File: src/rtl/midi_pkg.sv
// Shared MIDI constants, message classes and scheduler FSM states.
package midi_pkg;

  // Status nibbles (upper four bits of the status byte)
  localparam logic [3:0] STS_NOTE_OFF     = 4'h8;
  localparam logic [3:0] STS_NOTE_ON      = 4'h9;
  localparam logic [3:0] STS_CTRL         = 4'hB;

  // Controller number for "all notes off"
  localparam logic [6:0] CC_ALL_NOTES_OFF = 7'd123;

  typedef enum logic [1:0] {
    MSG_IGNORE   = 2'd0,
    MSG_NOTE_ON  = 2'd1,
    MSG_NOTE_OFF = 2'd2,
    MSG_ALL_OFF  = 2'd3
  } msg_class_t;

  typedef enum logic [2:0] {
    S_IDLE   = 3'd0,
    S_DECODE = 3'd1,
    S_SCAN   = 3'd2,
    S_APPLY  = 3'd3,
    S_DONE   = 3'd4
  } state_t;

  // Map one assembled channel message to the action the scheduler takes.
  // Anything malformed (running-status data byte in the status slot, data
  // bytes with bit7 set) or addressed to another channel is ignored.
  function automatic msg_class_t classify(input logic [7:0] status,
                                          input logic [7:0] d1,
                                          input logic [7:0] d2,
                                          input logic [3:0] channel,
                                          input logic       omni);
    msg_class_t c;
    c = MSG_IGNORE;
    if (status[7] && !d1[7] && !d2[7] && (omni || (status[3:0] == channel))) begin
      case (status[7:4])
        STS_NOTE_ON:  c = (d2[6:0] != 7'd0) ? MSG_NOTE_ON : MSG_NOTE_OFF;
        STS_NOTE_OFF: c = MSG_NOTE_OFF;
        STS_CTRL:     c = (d1[6:0] == CC_ALL_NOTES_OFF) ? MSG_ALL_OFF : MSG_IGNORE;
        default:      c = MSG_IGNORE;
      endcase
    end
    return c;
  endfunction

endpackage

File: src/rtl/midi_voice_slot.sv
// One synth voice: gate, note, velocity and a saturating age counter.
// Assign has priority over release and age tick; only gated voices age.
module midi_voice_slot
  import midi_pkg::*;
#(
  parameter int AGE_W = 8
) (
  input  logic             clk,
  input  logic             rst_n,
  input  logic             assign_en,
  input  logic             release_en,
  input  logic             age_tick,
  input  logic [6:0]       note_in,
  input  logic [6:0]       vel_in,
  output logic             gate,
  output logic [6:0]       note,
  output logic [6:0]       vel,
  output logic [AGE_W-1:0] age
);

  // Age increments until all ones, then sticks there.
  function automatic logic [AGE_W-1:0] age_sat_inc(input logic [AGE_W-1:0] a);
    return (&a) ? a : a + 1'b1;
  endfunction

  // Voice registers: (re)assign, release, or age the held note
  always_ff @(posedge clk or negedge rst_n) begin
    if (!rst_n) begin
      gate <= 1'b0;
      note <= 7'd0;
      vel  <= 7'd0;
      age  <= '0;
    end else if (assign_en) begin
      gate <= 1'b1;
      note <= note_in;
      vel  <= vel_in;
      age  <= '0;
    end else begin
      if (release_en) begin
        gate <= 1'b0;
      end
      if (age_tick && gate) begin
        age <= age_sat_inc(age);
      end
    end
  end

endmodule

File: src/rtl/midi_voice_alloc.sv
// Polyphonic voice scheduler: takes assembled MIDI channel messages and
// assigns notes to NUM_VOICES slots (match, then free, then oldest steal).
// Fixed latency: DECODE, NUM_VOICES SCAN cycles, APPLY, DONE.
module midi_voice_alloc
  import midi_pkg::*;
#(
  parameter int         NUM_VOICES = 4,
  parameter logic [3:0] CHANNEL    = 4'd0,
  parameter bit         OMNI       = 1'b0,
  parameter int         AGE_W      = 8
) (
  input  logic                    clk,
  input  logic                    rst_n,
  input  logic                    msg_valid,
  input  logic [7:0]              msg_status,
  input  logic [7:0]              msg_data1,
  input  logic [7:0]              msg_data2,
  output logic                    busy,
  output logic                    msg_drop,
  output logic                    upd,
  output logic [NUM_VOICES-1:0]   voice_gate,
  output logic [NUM_VOICES-1:0]   voice_trig,
  output logic [7*NUM_VOICES-1:0] voice_note,
  output logic [7*NUM_VOICES-1:0] voice_vel
);

  localparam int                IDX_W    = $clog2(NUM_VOICES);
  localparam logic [IDX_W-1:0]  LAST_IDX = IDX_W'(NUM_VOICES - 1);

  state_t           state;
  state_t           state_nx;
  msg_class_t       cls_q;

  logic [7:0]       status_q;
  logic [7:0]       data1_q;
  logic [7:0]       data2_q;

  logic [IDX_W-1:0] scan_idx;
  logic             match_found;
  logic [IDX_W-1:0] match_idx;
  logic             free_found;
  logic [IDX_W-1:0] free_idx;
  logic [IDX_W-1:0] old_idx;
  logic [AGE_W-1:0] old_age;
  logic [IDX_W-1:0] tgt_idx;

  logic             cur_gate;
  logic [6:0]       cur_note;
  logic [AGE_W-1:0] cur_age;

  logic             apply_on;
  logic             apply_off;
  logic             apply_all;

  logic [NUM_VOICES-1:0] assign_en;
  logic [NUM_VOICES-1:0] release_en;
  logic [NUM_VOICES-1:0] age_tick;
  logic [6:0]            note_a [NUM_VOICES];
  logic [6:0]            vel_a  [NUM_VOICES];
  logic [AGE_W-1:0]      age_a  [NUM_VOICES];

  // Next-state: fixed-length walk through the scan
  always_comb begin
    state_nx = state;
    case (state)
      S_IDLE:   if (msg_valid) state_nx = S_DECODE;
      S_DECODE: state_nx = S_SCAN;
      S_SCAN:   if (scan_idx == LAST_IDX) state_nx = S_APPLY;
      S_APPLY:  state_nx = S_DONE;
      S_DONE:   state_nx = S_IDLE;
      default:  state_nx = S_IDLE;
    endcase
  end

  // Message byte capture on acceptance; payload only, never reset
  always_ff @(posedge clk) begin
    if (state == S_IDLE && msg_valid) begin
      status_q <= msg_status;
      data1_q  <= msg_data1;
      data2_q  <= msg_data2;
    end
  end

  // Voice currently under inspection by the scan
  always_comb begin
    cur_gate = voice_gate[scan_idx];
    cur_note = note_a[scan_idx];
    cur_age  = age_a[scan_idx];
  end

  // FSM, handshake outputs and scan trackers
  always_ff @(posedge clk or negedge rst_n) begin
    if (!rst_n) begin
      state       <= S_IDLE;
      cls_q       <= MSG_IGNORE;
      busy        <= 1'b0;
      msg_drop    <= 1'b0;
      upd         <= 1'b0;
      voice_trig  <= '0;
      scan_idx    <= '0;
      match_found <= 1'b0;
      match_idx   <= '0;
      free_found  <= 1'b0;
      free_idx    <= '0;
      old_idx     <= '0;
      old_age     <= '0;
    end else begin
      state      <= state_nx;
      busy       <= (state_nx != S_IDLE);
      msg_drop   <= msg_valid && (state != S_IDLE);
      upd        <= (state == S_APPLY);
      voice_trig <= assign_en;

      if (state == S_DECODE) begin
        cls_q       <= classify(status_q, data1_q, data2_q, CHANNEL, OMNI);
        scan_idx    <= '0;
        match_found <= 1'b0;
        match_idx   <= '0;
        free_found  <= 1'b0;
        free_idx    <= '0;
        old_idx     <= '0;
        old_age     <= '0;
      end

      if (state == S_SCAN) begin
        scan_idx <= scan_idx + 1'b1;
        if (!match_found && cur_gate && (cur_note == data1_q[6:0])) begin
          match_found <= 1'b1;
          match_idx   <= scan_idx;
        end
        if (!free_found && !cur_gate) begin
          free_found <= 1'b1;
          free_idx   <= scan_idx;
        end
        // Strict compare keeps the lowest index on equal ages
        if ((scan_idx == '0) || (cur_age > old_age)) begin
          old_idx <= scan_idx;
          old_age <= cur_age;
        end
      end
    end
  end

  // Note-on target: re-strike a matching voice, else a free one, else steal
  always_comb begin
    tgt_idx = old_idx;
    if (match_found) begin
      tgt_idx = match_idx;
    end else if (free_found) begin
      tgt_idx = free_idx;
    end
  end

  assign apply_on  = (state == S_APPLY) && (cls_q == MSG_NOTE_ON);
  assign apply_off = (state == S_APPLY) && (cls_q == MSG_NOTE_OFF) && match_found;
  assign apply_all = (state == S_APPLY) && (cls_q == MSG_ALL_OFF);

  for (genvar i = 0; i < NUM_VOICES; i++) begin : g_voice
    assign assign_en[i]  = apply_on && (tgt_idx == IDX_W'(i));
    assign release_en[i] = apply_all || (apply_off && (match_idx == IDX_W'(i)));
    assign age_tick[i]   = apply_on && (tgt_idx != IDX_W'(i));

    midi_voice_slot #(
      .AGE_W (AGE_W)
    ) u_slot (
      .clk        (clk),
      .rst_n      (rst_n),
      .assign_en  (assign_en[i]),
      .release_en (release_en[i]),
      .age_tick   (age_tick[i]),
      .note_in    (data1_q[6:0]),
      .vel_in     (data2_q[6:0]),
      .gate       (voice_gate[i]),
      .note       (note_a[i]),
      .vel        (vel_a[i]),
      .age        (age_a[i])
    );

    assign voice_note[7*i +: 7] = note_a[i];
    assign voice_vel[7*i +: 7]  = vel_a[i];
  end

endmodule

File: config.mk
export PLATFORM = sky130hd
export DESIGN_NAME = midi_voice_alloc
export DESIGN_NICKNAME = d
export VERILOG_FILES = /design/src/rtl/midi_pkg.sv /design/src/rtl/midi_voice_slot.sv /design/src/rtl/midi_voice_alloc.sv
export SDC_FILE = /design/constraint.sdc
export NUM_CORES = 1
export LEC_CHECK = 0
export ABC_AREA = 1
export BUFFER_PORTS_ARGS = -buffer_cell sky130_fd_sc_hd__buf_4
export CAP_MARGIN = 40
export CELL_PAD_IN_SITES_DETAIL_PLACEMENT = 1
export CELL_PAD_IN_SITES_GLOBAL_PLACEMENT = 2
export CORE_AREA = 5 5 142 144
export DETAILED_ROUTE_END_ITERATION = 6
export DIE_AREA = 0 0 147 149
export GPL_TIMING_DRIVEN = 1
export HOLD_SLACK_MARGIN = 0.06
export PLACE_DENSITY_LB_ADDON = 0.1
export SETUP_SLACK_MARGIN = 0.5
export SLEW_MARGIN = 20
export SYNTH_ARGS = -nofsm -noshare
export SYNTH_HDL_FRONTEND = slang
export SYNTH_SLANG_ARGS = --single-unit
File: constraint.sdc
create_clock -name clk -period 4.9 [get_ports clk]
set_input_delay 0 -clock clk [delete_from_list [all_inputs] [get_ports clk]]
set_output_delay 0 -clock clk [all_outputs]
set_load 0.05 [all_outputs]
### Word level (Yosys, flattened, before mapping)

Index checks and enable logic that the tools add are counted.

| storage, ports and cells | value |
|---|---|
| register bits | 146 |
| input port bits | 27 |

| operators by class | value |
|---|---|
| add/subtract/negate cells | 5 |
| magnitude comparators | 3 |
| eq/ne operators | 25 |
| mux-type cells | 57 |
| bitwise operators | 1 |
| reduce and logical (&&, ||, !) cells | 64 |

Operator list:

| kind | number |
|---|---|
| 8-bit two-way mux | 17 |
| 8-bit by 1-bit adder with 8-bit output, second input constant | 4 |
| 2-bit two-way mux | 16 |
| 8-bit AND reduction | 4 |
| 1-bit logical AND | 28 |
| 2-bit nonzero test | 10 |
| 8-bit binary-select mux with 2-bit select | 1 |
| 1-bit two-way mux | 15 |
| 7-bit binary-select mux with 2-bit select | 1 |
| 2-bit == test, second input constant | 7 |
| 7-bit two-way mux | 2 |
| 4-bit == test, second input constant | 3 |
| 3-bit case mux with 4 select lines | 1 |
| 2-bit by 1-bit inequality test with 1-bit output, second input constant | 5 |
| 8-bit > comparator | 1 |
| 2-bit AND reduction | 4 |
| 7-bit == test | 1 |
| 7-bit == test, second input constant | 1 |
| 7-bit nonzero test | 1 |
| 2-bit by 1-bit == test with 1-bit output, second input constant | 3 |
| 3-bit by 2-bit == test with 1-bit output, second input constant | 2 |
| 2-bit logical NOT | 3 |
| 3-bit two-way mux | 2 |
| 2-bit case mux with 3 select lines | 1 |
| other kinds (12) | 22 |

### Longest topological paths before layout

Gate-level depths: netlist of the first run.

| depth | value |
|---|---|
| depth in word-level cells | 8 |
| depth in mapped cells | 17 |

### Hierarchy

Synthesis of the first run repeated with hierarchy kept, for this count alone.

| unflattened totals | value |
|---|---|
| cell total of the unflattened synthesis | 931 |
| area, all modules | 7,428.4 µm² |

Modules (own cells, without submodules):

| module | instances | cells an instance | area an instance (µm²) |
|---|---|---|---|
| midi_voice_slot | 4 | 135 | 1,072.3 |
| midi_voice_alloc | 1 | 391 | 3,139.3 |

### Worst setup path after synthesis of the first run

Ideal clock, no wire load.

| timing path | value |
|---|---|
| path type | register to register |
| from | register scan_idx[1] |
| to | register old_age[0] |
| library setup time | 0.117 ns |
| arrival time | 2.109 ns |
| required time | 4.783 ns |
| slack | 2.673 ns |
| stages on the path, launching flop included | 18 |
| path buffers | 3 |
| period minus slack after synthesis | 2.227 ns |
| path through | dfrtp_1 inv_1 buf_2 buf_2 o21ai_0 o22ai_1 ha_1 nand2_1 inv_1 o21ai_0 nand2_1 nand2_1 nand2_1 nand2_1 nand2_1 clkbuf_1 nand3_1 nand2_1 |

| between the ends | value |
|---|---|
| word-level cells in the longest chain between the ends | 8 |
| elaborated cells on any way between the ends | 9 |
| classes of those cells | order compare (1); mux (5); bitwise (1); reduce/logical (2) |

Ends and longest elaborated chain:

| element | line | RTL |
|---|---|---|
| start: declaration | midi_voice_alloc.sv:38 | `logic [IDX_W-1:0] scan_idx;` |
| start signal: assignment | midi_voice_alloc.sv:126 | `scan_idx <= scan_idx + 1'b1;` |
| 2-bit inverter with 3-bit output (not written as such) | midi_voice_alloc.sv:88 | `cur_age = age_a[scan_idx];` |
| 8-bit binary-select mux with 2-bit select | midi_voice_alloc.sv:88 |  |
| 8-bit two-way mux (not written as such) (2 in a row) | midi_voice_alloc.sv:88 |  |
| 8-bit > comparator | midi_voice_alloc.sv:136 | `if ((scan_idx == '0) \|\| (cur_age > old_age)) begin` |
| 1-bit logical OR | midi_voice_alloc.sv:136 |  |
| 8-bit two-way mux * | midi_voice_alloc.sv:136 |  |
| 8-bit two-way mux * | midi_voice_alloc.sv:125 | `if (state == S_SCAN) begin` |
| end signal: assignment | midi_voice_alloc.sv:138 | `old_age <= cur_age;` |
| end: declaration | midi_voice_alloc.sv:44 | `logic [AGE_W-1:0] old_age;` |

Mark *: on every way between the ends. The rest lies on a longest branch, timed or not. The select of a mux whose other input is x is not followed.
A chain may end at the register's enable or synchronous reset.

### Final worst setup path of the first run

| timing path | value |
|---|---|
| from | register scan_idx[1] |
| to | register old_age[6] |

Same word-level chain as after synthesis.

==> results of run 1 <==
synthesized netlist by cell type, types with 2 or more instances:
library cell and count:
o21ai_1 8, nand3_1 92, a21oi_1 25, inv_2 4
inv_1 86, o21ai_2 7, xor2_1 23, o211ai_1 3
nor3_1 8, edfxtp_1 24, nor3_4 2, buf_6 3
o21ai_0 80, nor4_1 3, ha_1 14, clkbuf_1 8
nor2_1 25, o22ai_1 2, buf_4 5, dfrtp_1 122
o21a_1 2, buf_2 20, nand4_1 9, nand2_1 224
critical path, stage by stage (launching register included):
cell and delay [ns]:
dfrtp_1 0.57, inv_1 0.68, o21ai_0 0.21, a21oi_1 0.17
a21oi_1 0.08, ha_1 0.31, inv_1 0.05, nor2_1 0.08
o21ai_0 0.09, nand2_1 0.06, nand2_1 0.05, nand2_1 0.06
nand2_1 0.05, nand2_1 0.27, nand2_1 0.30, nand2_1 0.15
nand2_1 0.07
power breakdown:
group          internal [mW]  leakage, nW  switching (mW)
Sequential              1.36         1.91          0.0766
Combinational          0.288         2.17           0.663
Clock                  0.820        0.303           0.556
Total                   2.47         4.38            1.30
through the flow:
stage | cells | instance area (µm²)
finish | 1167 | 8790
global route | 1167 | 8790
CTS | 1165 | 8750
detailed placement | 1107 | 7870
global placement | 1105 | 7840
floorplan | 808 | 7000
final timing paths:
| kind | from | slack (ns) | to | depth (start not counted) |
|---|---|---|---|---|
| min in group clk | msg_data1[1] | 0.29 | data1_q[1] | 2 |
| hold / removal | rst_n | 0.06 | g_voice[0].u_slot.age[2] | 2 |
| max in group asynchronous | rst_n | 3.78 | match_idx[1] | 5 |
| setup reg to reg | scan_idx[1] | 1.51 | old_age[6] | 16 |
| setup / recovery | scan_idx[1] | 1.51 | old_age[6] | 16 |
| hold reg to reg | g_voice[0].u_slot.vel[3] | 0.50 | g_voice[0].u_slot.vel[3] | 2 |
cell type report:
cell class | count | area (µm²) | share of cell area
Timing Repair Buffer | 129 | 1080 | 0.123
Sequential cell | 146 | 3770 | 0.429
Multi-Input combinational cell | 535 | 2690 | 0.305
Clock inverter | 14 | 191 | 0.0218
Inverter | 91 | 344 | 0.0391
Clock buffer | 18 | 429 | 0.0488
Tap cell | 234 | 293 | 0.0333
per-layer routing:
layer  part of all wire  up-vias  routed length, µm  GRT usage
met5                  0        -                  0          0
met4              0.026        0                541     0.0783
met3              0.032       30                683     0.0410
met2               0.50      104              10600      0.343
met1               0.44     2931               9310      0.249
li1                   -     2860                  -          -
registers in the layout, summed over array words and instances (netlist names), 2 cells and up:
signal,flops
g_voice.u_slot.age,32
g_voice.u_slot.note,28
g_voice.u_slot.vel,28
data1_q,8
data2_q,8
old_age,8
status_q,8
g_voice.u_slot.gate,4
voice_trig,4
state,3
cls_q,2
free_idx,2
match_idx,2
old_idx,2
scan_idx,2
cells by family (layout without fill, tap and decap cells):
family | Yosys count | after routing | share of synthesized area
AND/OR/NAND/NOR | 366 | 366 | 0.227
flip-flops | 146 | 146 | 0.539
adder cells (fa/ha/maj) | 14 | 14 | 0.0250
AO/OA/AOI/OAI | 131 | 131 | 0.102
XOR/XNOR | 24 | 24 | 0.0300
buffers and inverters | 127 | 252 | 0.0779
==> impl_metrics.json, run 1 <==
{
  "syn_area_um2": 7000,
  "fmax_mhz": 295,
  "rows": 50,
  "cts_hold_buf": 26,
  "grt_pass1_vias": 6476,
  "layout_common_cells": "nand2_1 (224), dfrtp_1 (122), buf_4 (99), nand3_1 (92), inv_1 (86)",
  "root_buffer": "clkbuf_16",
  "timing.hold.ws_ns": 0.0605,
  "syn_nets": 849,
  "leakage_nw": 4.38,
  "seq_area_frac_synth": 0.539,
  "slew_headroom": 0.466,
  "yosysUniqueCellTypes": 33,
  "initial_core_util": 0.377,
  "area_growth_pct": 25.6,
  "start_kind": "flip-flop",
  "synth_edf_count": 24,
  "ys_warn_count": 0,
  "n_antenna_cell": 0,
  "remaining_drc_errors": 0,
  "tns_ns": 0,
  "worstPathMaxFanout": 25,
  "utilization": 0.473,
  "die_w_um": 147,
  "coreArea_um2": 18600,
  "detail_route.first_pass.iterations": 6,
  "worstMarginPinSlew_ns": 0.800,
  "setup_slack_ns": 1.51,
  "die_h_um": 149,
  "syn_area_per_cell_um2": 8.67,
  "cts_tree": "done",
  "synthTopCellsByArea": "dfrtp_1 (44%), nand2_1 (12%), edfxtp_1 (10%)",
  "min_path_type": "input pin to async pin",
  "arrival_ns": 3.69,
  "nNetsFinal": 961,
  "fin_skew_ns": 0.0131,
  "p_total_mw": 3.76,
  "layout-drive-gt1-share": 0.164,
  "grt_usage": 0.200,
  "place_ws_ns": 1.53,
  "drtIter0Drc": 275,
  "clock-sinks": 146,
  "cts_buffers": 17,
  "finalMaxSlewViolations": 0,
  "die_area_um2": 21900,
  "num_vias": 5925,
  "hpwlAfterDp_um": 15100,
  "synth.largest_area_cell": "dfrtp_1",
  "hold_viol_final": 0,
  "port_buffers": 93,
  "outcome": "complete, no violations",
  "mostFrequentLayoutCell": "nand2_1",
  "final.period_utilization": 0.691,
  "path_class": "flip-flop to flip-flop",
  "wirelength_um": 21100,
  "grt_max_degree": 57,
  "ys_ff_latch": 146,
  "ios": 94,
  "ant_nets": 0,
  "synth_top_area_frac": 0.436,
  "ys.flop_type": "dfrtp_1",
  "cts_htree_levels": 4,
  "grt_antenna_before_repair": 0,
  "postCtsSetupRepairBufs": 0,
  "clk_latency_ns": 0.43,
  "ir_drop_mv": 0.319,
  "avgViaCountPerCell": 5.08,
  "setup_violations": 0,
  "synthCells": 808,
  "fin_crit_ns": 3.39,
  "nFillCells": 2173,
  "p_per_area_nw_per_um2": 428,
  "route.detailed.wl_per_inst_um": 18.1,
  "gp_congestion": 0.837,
  "required_ns": 5.20,
  "worstSetupEndpointType": "flip-flop",
  "grt.overflow.total": 0,
  "rsz0062_at_grt": "no",
  "ctsResizeCount": 0,
  "async_flop_share": 0.836,
  "clkTransAtPathRegs_ns": 0.07,
  "maxCapViolCount": 0,
  "cts.path.max_buffers": 2,
  "grt_pass1_wl_um": 34500
}
Power figures use the tool's default switching activity.
==> run 2: changes to the inputs <==
--- a/config.mk
+++ b/config.mk
@@ -10,9 +10,9 @@
 export CAP_MARGIN = 40
 export CELL_PAD_IN_SITES_DETAIL_PLACEMENT = 1
 export CELL_PAD_IN_SITES_GLOBAL_PLACEMENT = 2
-export CORE_AREA = 5 5 142 144
+export CORE_AREA = 5 5 154 156
 export DETAILED_ROUTE_END_ITERATION = 6
-export DIE_AREA = 0 0 147 149
+export DIE_AREA = 0 0 159 161
 export GPL_TIMING_DRIVEN = 1
 export HOLD_SLACK_MARGIN = 0.06
 export PLACE_DENSITY_LB_ADDON = 0.1
==> constraint.sdc (replaced) <==
create_clock -name clk -period 3.05 [get_ports clk]
set_input_delay 0 -clock clk [delete_from_list [all_inputs] [get_ports clk]]
set_output_delay 0 -clock clk [all_outputs]
set_load 0.05 [all_outputs]
==> impl_metrics.json, run 2 (same netlist as run 1, synthesis figures left out) <==
{
  "drtIter0Drc": 285,
  "port_buffers": 93,
  "finalMaxSlewViolations": 0,
  "min_path_type": "input pin to async pin",
  "cts_buffers": 17,
  "coreArea_um2": 22200,
  "die_area_um2": 25600,
  "grt.overflow.total": 0,
  "detail_route.first_pass.iterations": 4,
  "clkTransAtPathRegs_ns": 0.06,
  "fmax_mhz": 418,
  "multi_input_area_um2": 2720,
  "ant_nets": 0,
  "ios": 94,
  "rows": 55,
  "setup_slack_ns": 0.655,
  "required_ns": 3.40,
  "mostFrequentLayoutCell": "nand2_1",
  "die_w_um": 159,
  "final.period_utilization": 0.785,
  "slowest_stage": "dfrtp_2",
  "wirelength_um": 22000,
  "top_register": "g_voice.u_slot.age",
  "reg_top3": "g_voice.u_slot.age (32), g_voice.u_slot.note (28), g_voice.u_slot.vel (28)",
  "worstSetupEndpointType": "flip-flop",
  "grt_max_degree": 87,
  "path_class": "flip-flop to flip-flop",
  "fin_crit_ns": 2.39,
  "worstPathMaxFanout": 10,
  "timing.hold.ws_ns": 0.0962,
  "ir_drop_mv": 0.323,
  "num_vias": 5949,
  "layout.area.seq_um2": 3770,
  "maxCapViolCount": 0,
  "outcome": "complete, no violations",
  "rsz0062_at_grt": "no",
  "gp_congestion": 0.788,
  "remaining_drc_errors": 0,
  "nNetsFinal": 971,
  "grt_pass1_wl_um": 35800,
  "layout_common_cells": "nand2_1 (222), dfrtp_1 (121), buf_4 (106), nand3_1 (92), inv_1 (84)",
  "clk_latency_ns": 0.43,
  "cts.path.max_buffers": 2,
  "setup_violations": 0,
  "grt_pass1_vias": 6474,
  "nFillCells": 2620,
  "dp_cells": 1163,
  "cts_htree_levels": 4,
  "n_antenna_cell": 0,
  "worstMarginPinSlew_ns": 0.625,
  "design_area_um2": 8940,
  "hold_viol_final": 0,
  "root_buffer": "clkbuf_16",
  "hpwlAfterDp_um": 15500,
  "route.detailed.wl_per_inst_um": 17.9,
  "start_kind": "flip-flop",
  "arrival_ns": 2.75,
  "cts_tree": "done",
  "tns_ns": 0,
  "slew_headroom": 0.582,
  "area_growth_pct": 27.7,
  "avgViaCountPerCell": 4.84,
  "grt_antenna_before_repair": 0,
  "clock-sinks": 146,
  "leakage_nw": 4.40,
  "initial_core_util": 0.315,
  "finalNonFillerCells": 1228,
  "place_ws_ns": 0.148,
  "p_per_area_nw_per_um2": 687,
  "max_stage_delay_ns": 0.44,
  "die_h_um": 161,
  "grt_usage": 0.174,
  "crit_top_cell": "nand2_1",
  "dpl_cell_area_um2": 7970,
  "largest_reg_flops": 32,
  "fin_skew_ns": 0.0146,
  "crit_chain": "clkinvlp_4 > buf_4 > o21ai_0 > a21oi_1 > a21oi_1 > ha_1 > a21oi_1 > o21a_1 > nand2_1 > nand2_1 > nand2_4 > nand2_4 > nand2_1 > nand2_1",
  "layout-drive-gt1-share": 0.180
}
## run 2: repair_timing
item,in CTS,in global routing
gates resized for setup,8,4
endpoints found under the setup margin,10,10
hold buffers,26,0
pin swaps,0,1
buffers inserted,1,3
cloned,1,1
endpoints found under the hold margin,63,0
## run 2: area by class of cell
type / count / area share
sequential: 146 / 0.422
inverter: 91 / 0.0393
clock inverter: 14 / 0.0169
timing repair inverter: 1 / 0.000840
timing repair buffer: 137 / 0.129
tap: 285 / 0.0399
multi-input combinational: 536 / 0.304
clock buffer: 18 / 0.0480
## run 2: final timing paths
kind / startpoint / endpoint / slack [ns] / cells after the start
max reg2reg: scan_idx[0] / old_age[5] / 0.66 / 14
min: rst_n / g_voice[3].u_slot.age[3] / 0.1 / 2
min in group clk: msg_status[4] / status_q[4] / 0.28 / 2
max: scan_idx[0] / old_age[5] / 0.66 / 14
max in group asynchronous: rst_n / scan_idx[0] / 2.06 / 3
min reg2reg: state[2] / busy / 0.48 / 1
## run 2: through the flow
| step | util | power (mW) |
|---|---|---|
| floorplan | - | 3.37 |
| global placement | 0.358 | 3.82 |
| detailed placement | 0.358 | 3.90 |
| CTS | 0.398 | 6.13 |
| global route | 0.402 | 6.53 |
| finish | 0.402 | 6.15 |
## run 2: where the power goes
group | total [mW] | switching [mW] | leakage [nW] | internal [mW]
logic | 1.77 | 1.21 | 2.22 | 0.558
registers | 2.30 | 0.114 | 1.91 | 2.19
clock network | 2.08 | 0.925 | 0.271 | 1.15
## run 2: worst max-delay path, delay by kind of cell, from the launching register on
kind / cells / cell delay, ns
simple gates: 6 / 0.55
buf+inv: 2 / 0.28
compound gates: 5 / 0.75
flops: 1 / 0.44
fa+ha+maj: 1 / 0.31
## run 2: per-layer routing
metal	global-route usage	wire length, µm	vias to the layer above
met2	0.304	11100	100
li1	-	-	2884
met3	0.0398	793	22
met4	0.0407	315	0
met1	0.219	9770	2943
met5	0	0	-
